--- src/rtl/data_cache_ctrl.sv ---
//------------------------------------------------------------------------------
// data_cache_ctrl : direct-mapped write-through, no-write-allocate data cache.
// Optional hit/miss counters when DCACHE_STATS_EN is defined.
// Revision: 1.0
//------------------------------------------------------------------------------
`default_nettype none

module data_cache_ctrl #(
   parameter int INDEX_BITS = 4,
   parameter int ADDR_BITS  = 32
) (
   input  logic                 clock,
   input  logic                 reset,
   input  logic                 cpu_read,
   input  logic                 cpu_write,
   input  logic                 cpu_sb,
   input  logic [ADDR_BITS-1:0] cpu_addr,
   input  logic [31:0]          cpu_wdata,
   output logic [31:0]          cpu_rdata,
   output logic                 stall,
   output logic                 mem_req,
   output logic                 mem_we,
   output logic                 mem_sb,
   output logic [ADDR_BITS-1:0] mem_addr,
   output logic [31:0]          mem_wdata,
`ifdef DCACHE_STATS_EN
   output logic [31:0]          hit_count,
   output logic [31:0]          miss_count,
`endif
   input  logic [31:0]          mem_rdata,
   input  logic                 mem_ack
);

   localparam int LINES    = 1 << INDEX_BITS;
   localparam int TAG_BITS = ADDR_BITS - INDEX_BITS - 2;

   localparam logic [1:0] IDLE  = 2'd0;
   localparam logic [1:0] FILL  = 2'd1;
   localparam logic [1:0] WRITE = 2'd2;

   logic [1:0]            state;
   logic [1:0]            state_nxt;
   logic [LINES-1:0]      valid;
   logic [TAG_BITS-1:0]   tag_arr  [LINES];
   logic [31:0]           data_arr [LINES];
   logic                  write_done;

   logic [INDEX_BITS-1:0] index;
   logic [TAG_BITS-1:0]   tag;
   logic                  hit;
   logic                  rd_hit;
   logic                  fill_start;
   logic                  stall_int;

   assign index = cpu_addr[INDEX_BITS+1:2];
   assign tag   = cpu_addr[ADDR_BITS-1:INDEX_BITS+2];
   assign hit   = valid[index] && (tag_arr[index] == tag);

   always_comb begin
      state_nxt  = state;
      stall_int  = 1'b0;
      rd_hit     = 1'b0;
      fill_start = 1'b0;
      mem_req    = 1'b0;
      mem_we     = 1'b0;
      mem_sb     = 1'b0;
      mem_addr   = {cpu_addr[ADDR_BITS-1:2], 2'b00};
      mem_wdata  = cpu_wdata;
      case (state)
         IDLE: begin
            // A store wins over a simultaneous load; write_done masks the
            // still-presented store for the single cycle after it completes.
            if (cpu_write) begin
               if (!write_done) begin
                  stall_int = 1'b1;
                  state_nxt = WRITE;
               end
            end else if (cpu_read) begin
               if (hit) begin
                  rd_hit = 1'b1;
               end else begin
                  stall_int  = 1'b1;
                  fill_start = 1'b1;
                  state_nxt  = FILL;
               end
            end
         end
         FILL: begin
            mem_req   = 1'b1;
            stall_int = 1'b1;
            if (mem_ack) state_nxt = IDLE;
         end
         WRITE: begin
            mem_req   = 1'b1;
            mem_we    = 1'b1;
            mem_sb    = cpu_sb;
            mem_addr  = cpu_addr;
            stall_int = 1'b1;
            if (mem_ack) state_nxt = IDLE;
         end
         default: state_nxt = IDLE;
      endcase
   end

   assign stall     = reset & stall_int;
   assign cpu_rdata = (reset && rd_hit) ? data_arr[index] : 32'h0;

   always_ff @(posedge clock or negedge reset) begin
      if (!reset) begin
         state      <= IDLE;
         valid      <= '0;
         write_done <= 1'b0;
      end else begin
         state      <= state_nxt;
         write_done <= (state == WRITE) && mem_ack;
         if (state == FILL && mem_ack) valid[index] <= 1'b1;
      end
   end

   // Tag/data storage carries no reset; valid bits alone gate its use.
   always_ff @(posedge clock) begin
      if (state == FILL && mem_ack) begin
         tag_arr[index]  <= tag;
         data_arr[index] <= mem_rdata;
      end else if (state == WRITE && mem_ack && hit) begin
         if (cpu_sb)
            data_arr[index][{cpu_addr[1:0], 3'b000} +: 8] <= cpu_wdata[7:0];
         else
            data_arr[index] <= cpu_wdata;
      end
   end

`ifdef DCACHE_STATS_EN
   always_ff @(posedge clock or negedge reset) begin
      if (!reset) begin
         hit_count  <= 32'h0;
         miss_count <= 32'h0;
      end else begin
         if (rd_hit && hit_count != 32'hFFFF_FFFF)
            hit_count <= hit_count + 32'd1;
         if (fill_start && miss_count != 32'hFFFF_FFFF)
            miss_count <= miss_count + 32'd1;
      end
   end
`endif

endmodule

`default_nettype wire

--- config.mk ---
export PLATFORM = sky130hd
export DESIGN_NAME = data_cache_ctrl
export DESIGN_NICKNAME = d
export VERILOG_FILES = /design/src/rtl/data_cache_ctrl.sv
export SDC_FILE = /design/constraint.sdc
export NUM_CORES = 1
export LEC_CHECK = 0
export ABC_AREA = 1
export CORE_AREA = 4 4 203 403
export DETAILED_ROUTE_END_ITERATION = 6
export DIE_AREA = 0 0 207 407
export GPL_ROUTABILITY_DRIVEN = 1
export PLACE_DENSITY_LB_ADDON = 0.25
export SYNTH_ARGS = -nofsm -noshare
export SYNTH_HDL_FRONTEND = slang
export SYNTH_SLANG_ARGS = --single-unit
--- constraint.sdc ---
create_clock -name clock -period 4.5 [get_ports clock]
set_input_delay 0.9 -clock clock [delete_from_list [all_inputs] [get_ports clock]]
set_output_delay 0.9 -clock clock [all_outputs]
set_load 0.02 [all_outputs]
==> impl_metrics.json, run 1 <==
{
  "worstSetupStartpointType": "input port",
  "synth_area_um2": 39060,
  "cellPowerDensity_nw_per_um2": 393.9,
  "fmax_mhz": 218.0,
  "row_count": 146,
  "hold_viol": 0,
  "cts_tree": "built",
  "synthesis.nets": 3454,
  "wl_met3_um": 6000,
  "drv_cap": 0,
  "post-route-util": 0.6110,
  "postLayoutCellArea_um2": 48220,
  "clock_latency_ns": 0.67,
  "skew_ns": 0.02879,
  "yosysSeqAreaShare": 0.7257,
  "grt_pass1_vias": 27184,
  "violations": "negative setup slack",
  "overflow": 0,
  "cts_max_level": 3,
  "rsz0062_at_grt": "yes",
  "tightest_slew_ns": 1.004,
  "die_area_um2": 84250,
  "layout_commonest_cell": "nand2_1",
  "slew_viol_final": 0,
  "synth.distinct_cells": 31,
  "slowest_delay_ns": 0.24,
  "die_x_um": 207,
  "crit_chain": "buf_16, buf_4, clkbuf_16, nand2_1, nand2_1, nand2_1, nand2_1, nand2_1, nand2_1, buf_4, o21ai_2, nand4_1, nor2_1, nand2_1, nor2_2, nand3_2, nand3b_1, buf_6, buf_16, nor2_4, buf_6",
  "whs_ns": 0.4646,
  "worst-path-buf-inv": 7,
  "end_kind": "output port",
  "cts.hold.buffers_added": 0,
  "antenna_found_initial": 2,
  "antennaDiodeCount": 0,
  "area_growth_pct": 23.46,
  "syn_inst": 3343,
  "crit_top_cell": "nand2_1",
  "core_region_area_um2": 78920,
  "worstPathArrival_ns": 3.69,
  "post_drt_via_cell_ratio": 5.576,
  "p_leak_nw": 18.31,
  "ios": 202,
  "drt_iter0_drc": 2014,
  "vdd_drop_max_v": 0.0003238,
  "clockBufferDepth": 3,
  "layout.nets": 3873,
  "total_power_mw": 19.00,
  "setup_violations": 31,
  "gr-usage-all-layers": 0.2661,
  "layout_common_cells": "nand2_1, edfxtp_1, buf_4",
  "grt_max_degree": 125,
  "max_slew_margin": 0.3286,
  "postRouteAntennaNets": 0,
  "slowest_stage": "nand3b_1",
  "crit_required_ns": 3.60,
  "cts_sinks": 947,
  "n_fill_cell": 6124,
  "worst_slack_ns": -0.08695,
  "critPathKind": "input port to output port",
  "cp_max_fo": 19,
  "m1WireLength_um": 38450,
  "yosysWarnings": 0,
  "dpl_worst_slack_ns": -0.7612,
  "die_h_um": 407,
  "root_buffer": "clkbuf_16",
  "worstHoldPathType": "register to register",
  "top_layer": "met5",
  "placed_area_um2": 44670,
  "place_congestion": 0.9644,
  "first_pass_iters": 5,
  "drive_above_1_share": 0.1729,
  "place_hpwl_um": 75660,
  "ys_seq_elements": 947,
  "syn_avg_cell_area_um2": 11.68,
  "drc": 0,
  "fin_crit_ns": 4.587,
  "cp_top_family": "simple AND/OR/NAND/NOR gates",
  "grt_pass1_wl_um": 167800,
  "fin_crit_sh": 1.019,
  "routed_wl_um": 115200,
  "clkTransAtPathRegs_ns": 0.07,
  "vias": 27095,
  "dr_wl_met2_um": 63530,
  "start_util": 0.4949,
  "numCtsBuffers": 77,
  "io_buffer_count": 201,
  "status": "finished with violations",
  "wl_per_cell_um": 23.72
}
[cells by family (layout without fill, tap and decap cells)]
| kind of cell | Yosys count | count (layout) | synth area share |
|---|---|---|---|
| flops | 947 | 947 | 0.7257 |
| simple gates | 1617 | 1617 | 0.1654 |
| buf+inv | 337 | 817 | 0.04104 |
| compound gates | 433 | 433 | 0.06500 |
| fa+ha+maj | 9 | 9 | 0.002883 |
[per-layer routing]
layer	GRT usage	vias to the layer above
met2	0.5123	1105
met5	0	-
li1	-	12549
met3	0.03432	309
met1	0.2800	13130
met4	0.1417	2
[registers in the layout (all words and copies together) (netlist names)]
| register | flops |
|---|---|
| data_arr | 512 |
| tag_arr | 416 |
| valid | 16 |
| state | 2 |
| write_done | 1 |
[final timing paths]
kind | from | endpoint | slack, ns | depth (start not counted)
max in group asynchronous | reset | valid[11] | 3.44 | 2
worst min-delay path | valid[14] | valid[14] | 0.46 | 2
worst max-delay path | cpu_addr[2] | cpu_rdata[12] | -0.09 | 21
worst min register to register | valid[14] | valid[14] | 0.46 | 2
min in group asynchronous | reset | valid[0] | 0.83 | 2
worst max register to register | tag_arr[7][4] | data_arr[3][10] | 1.16 | 23
[synth_stat cells, drive strengths merged]
cell | instances | area [µm²]
a2111oi | 1 | 8.760
nand2 | 1235 | 4636
o22ai | 253 | 1583
or2 | 11 | 68.82
nor2 | 193 | 734.5
a22oi | 8 | 60.06
o21ai | 155 | 779.5
a21boi | 1 | 7.510
clkbuf | 76 | 285.3
nand4 | 75 | 494.2
a21oi | 5 | 25.02
o21bai | 10 | 75.07
inv | 96 | 360.3
nand3b | 3 | 22.52
ha | 9 | 112.6
buf | 160 | 938.4
nand3 | 97 | 490.5
clkinv | 5 | 18.77
dfrtp | 19 | 475.5
nor3 | 3 | 15.01
edfxtp | 928 | 27870
[metrics by stage]
| step | instances | setup TNS (ns) |
|---|---|---|
| 2_1_floorplan | 3343 | 0 |
| 3_3_place_gp | 4687 | -30.08 |
| 3_5_place_dp | 4687 | -30.47 |
| 4_1_cts | 4838 | 0 |
| 5_1_grt | 4859 | -6.205 |
| 6_report | 4859 | -1.347 |
[power by group]
part	switching, mW	total (mW)	internal, mW
Combinational	1.28	2.05	0.762
Sequential	0.0636	9.93	9.86
Clock	3.15	7.02	3.87
Total	4.50	19.0	14.5
[worst min-delay path: stages (launching register included)]
cell and delay [ns]:
dfrtp_1 0.32, inv_1 0.05, o21ai_0 0.06
[area by class of cell]
cell class                 count  area, µm²  area share
clock buffer                  94       2041     0.04232
clock inverter                46      595.6     0.01235
inverter                     101      419.2    0.008692
multi-input combinational   2059       9603      0.1991
sequential                   947      28340      0.5878
tap                         1036       1296     0.02688
timing repair buffer         575       5908      0.1225
timing repair inverter         1      16.27   0.0003373
[repair_timing]
action / 4_1_cts / 5_1_grt
setup buffers: 7 / 17
resized for setup: 228 / 115
setup endpoints to repair: 33 / 33
pin swaps: 9 / 17
cloned: 4 / 5
No activity file was read; power rests on OpenSTA's default activity.
==> run 2: changes to the inputs <==
- CORE_AREA: 4 4 203 403 -> 2 2 201 401
- DIE_AREA: 0 0 207 407 -> 0 0 203 403
==> run 2 against run 1 <==
  * The run still ends with negative setup slack left
  * Highest routed layer is now met4
  * Die area down 2.9%
  * Critical path type unchanged
  * Largest power group unchanged
  * Utilization up 0.49 points
  * Global-route usage down 0.44 points
  * Worst hold slack worse by 0.0016 ns
==> impl_metrics.json, run 2 (synthesized netlist as in run 1, its figures left out) <==
{
  "die_x_um": 203,
  "clock_latency_ns": 0.66,
  "max_slew_margin": 0.3265,
  "skew_ns": 0.02565,
  "cts_max_level": 3,
  "whs_ns": 0.4631,
  "p_leak_nw": 18.33,
  "layout_common_cells": "nand2_1, edfxtp_1, buf_4",
  "place_congestion": 0.9098,
  "worst_slack_ns": -0.003235,
  "n_fill_cell": 5994,
  "row_count": 146,
  "overflow": 0,
  "wl_per_cell_um": 22.62,
  "layout_commonest_cell": "nand2_1",
  "violations": "negative setup slack",
  "crit_required_ns": 3.60,
  "clkTransAtPathRegs_ns": 0.07,
  "vias": 27545,
  "fin_crit_sh": 1.001,
  "status": "finished with violations",
  "ios": 202,
  "post_drt_via_cell_ratio": 5.682,
  "place_hpwl_um": 66660,
  "vdd_drop_max_v": 0.0003985,
  "grt_pass1_wl_um": 159900,
  "worstPathArrival_ns": 3.60,
  "end_kind": "output port",
  "first_pass_iters": 6,
  "root_buffer": "clkbuf_16",
  "cp_max_fo": 8,
  "drt_iter0_drc": 2995,
  "gr-usage-all-layers": 0.2616,
  "postLayoutCellArea_um2": 48490,
  "start_util": 0.4961,
  "antenna_found_initial": 1,
  "antennaDiodeCount": 0,
  "placed_area_um2": 44530,
  "cts.hold.buffers_added": 0,
  "die_h_um": 403,
  "postRouteAntennaNets": 0,
  "multi_input_area_um2": 9741,
  "slew_viol_final": 0,
  "worstHoldPathType": "register to register",
  "numCtsBuffers": 82,
  "tightest_slew_ns": 1.010,
  "grt_pass1_vias": 26343,
  "area_growth_pct": 24.16,
  "grt_max_degree": 102,
  "fin_crit_ns": 4.503,
  "rsz0062_at_grt": "yes",
  "fmax_mhz": 222.1,
  "routed_wl_um": 109700,
  "core_region_area_um2": 78730,
  "cts_sinks": 947,
  "total_power_mw": 19.19,
  "io_buffer_count": 201,
  "layout.nets": 3858,
  "drc": 0,
  "die_area_um2": 81810,
  "largest_register": "data_arr",
  "setup_violations": 1,
  "top_regs": "data_arr x512, tag_arr x416, valid x16",
  "cellPowerDensity_nw_per_um2": 395.8,
  "drive_above_1_share": 0.1789,
  "cts_tree": "built",
  "worstSetupStartpointType": "input port",
  "critPathKind": "input port to output port",
  "clockBufferDepth": 3,
  "fin_setup_tns_ns": -0.003235,
  "largest_reg_flops": 512,
  "drv_cap": 0,
  "regArea_um2": 28340,
  "hold_viol": 0
}
==> run 2: what timing repair did <==
| action | CTS | global route |
|---|---|---|
| pin swaps | 7 | 53 |
| setup buffers | 4 | 13 |
| resized for setup | 184 | 211 |
| setup endpoints to repair | 33 | 33 |
| cloned | 5 | 12 |
==> run 2: where the power goes <==
group / switching, mW / internal (mW) / leakage (nW)
combinational: 1.29 / 0.763 / 8.44
sequential: 0.0612 / 9.87 / 8.57
clock: 3.15 / 4.06 / 1.32
==> run 2: path summary, 6_finish.rpt <==
path                                    start              end  slack [ns]  depth (start not counted)
worst max register to register  tag_arr[1][9]  data_arr[8][17]        1.14                         21
worst max-delay path              cpu_addr[2]     cpu_rdata[3]      -0.003                         21
max in group asynchronous               reset        valid[10]        3.31                          2
min in group asynchronous               reset        valid[13]        0.95                          2
worst min-delay path                valid[12]        valid[12]        0.46                          2
worst min register to register      valid[12]        valid[12]        0.46                          2
==> run 2: final cells by class <==
cell class / instances / area share
Clock buffer: 97 / 0.04500
Clock inverter: 52 / 0.01125
Inverter: 101 / 0.008721
Multi-Input combinational cell: 2059 / 0.2009
Sequential cell: 947 / 0.5845
Tap cell: 1036 / 0.02673
Timing Repair Buffer: 555 / 0.1229
Timing Repair inverter: 1 / 0.00007741
==> run 2: metrics by stage <==
stage          setup slack [ns]    util  instances
2_1_floorplan            0.4479       -       3343
3_3_place_gp            -0.7052  0.5656       4665
3_5_place_dp            -0.8144  0.5656       4665
4_1_cts                -0.05015  0.6022       4823
5_1_grt                 -0.1272  0.6159       4848
6_report              -0.003235  0.6159       4848
==> run 2: worst max-delay path: stages <==
cell	delay, ns
buf_16	0.14
buf_6	0.13
nand2_4	0.08
inv_6	0.05
clkbuf_16	0.17
buf_4	0.16
nand2_1	0.06
nand3_1	0.11
nand2_1	0.08
nand2_1	0.06
o21bai_1	0.22
nand4_1	0.12
nor2_1	0.12
nand2_1	0.07
nor2_2	0.15
nand3_2	0.11
nand3b_1	0.20
buf_6	0.19
clkbuf_16	0.22
nor2_4	0.12
buf_6	0.12
==> run 2: per-layer routing <==
layer	vias up	global-route usage	share of wire
li1	12539	-	-
met1	13385	0.3638	0.40
met4	0	0.09002	0.027
met5	-	0	0
met2	1440	0.4142	0.48
met3	181	0.05139	0.095
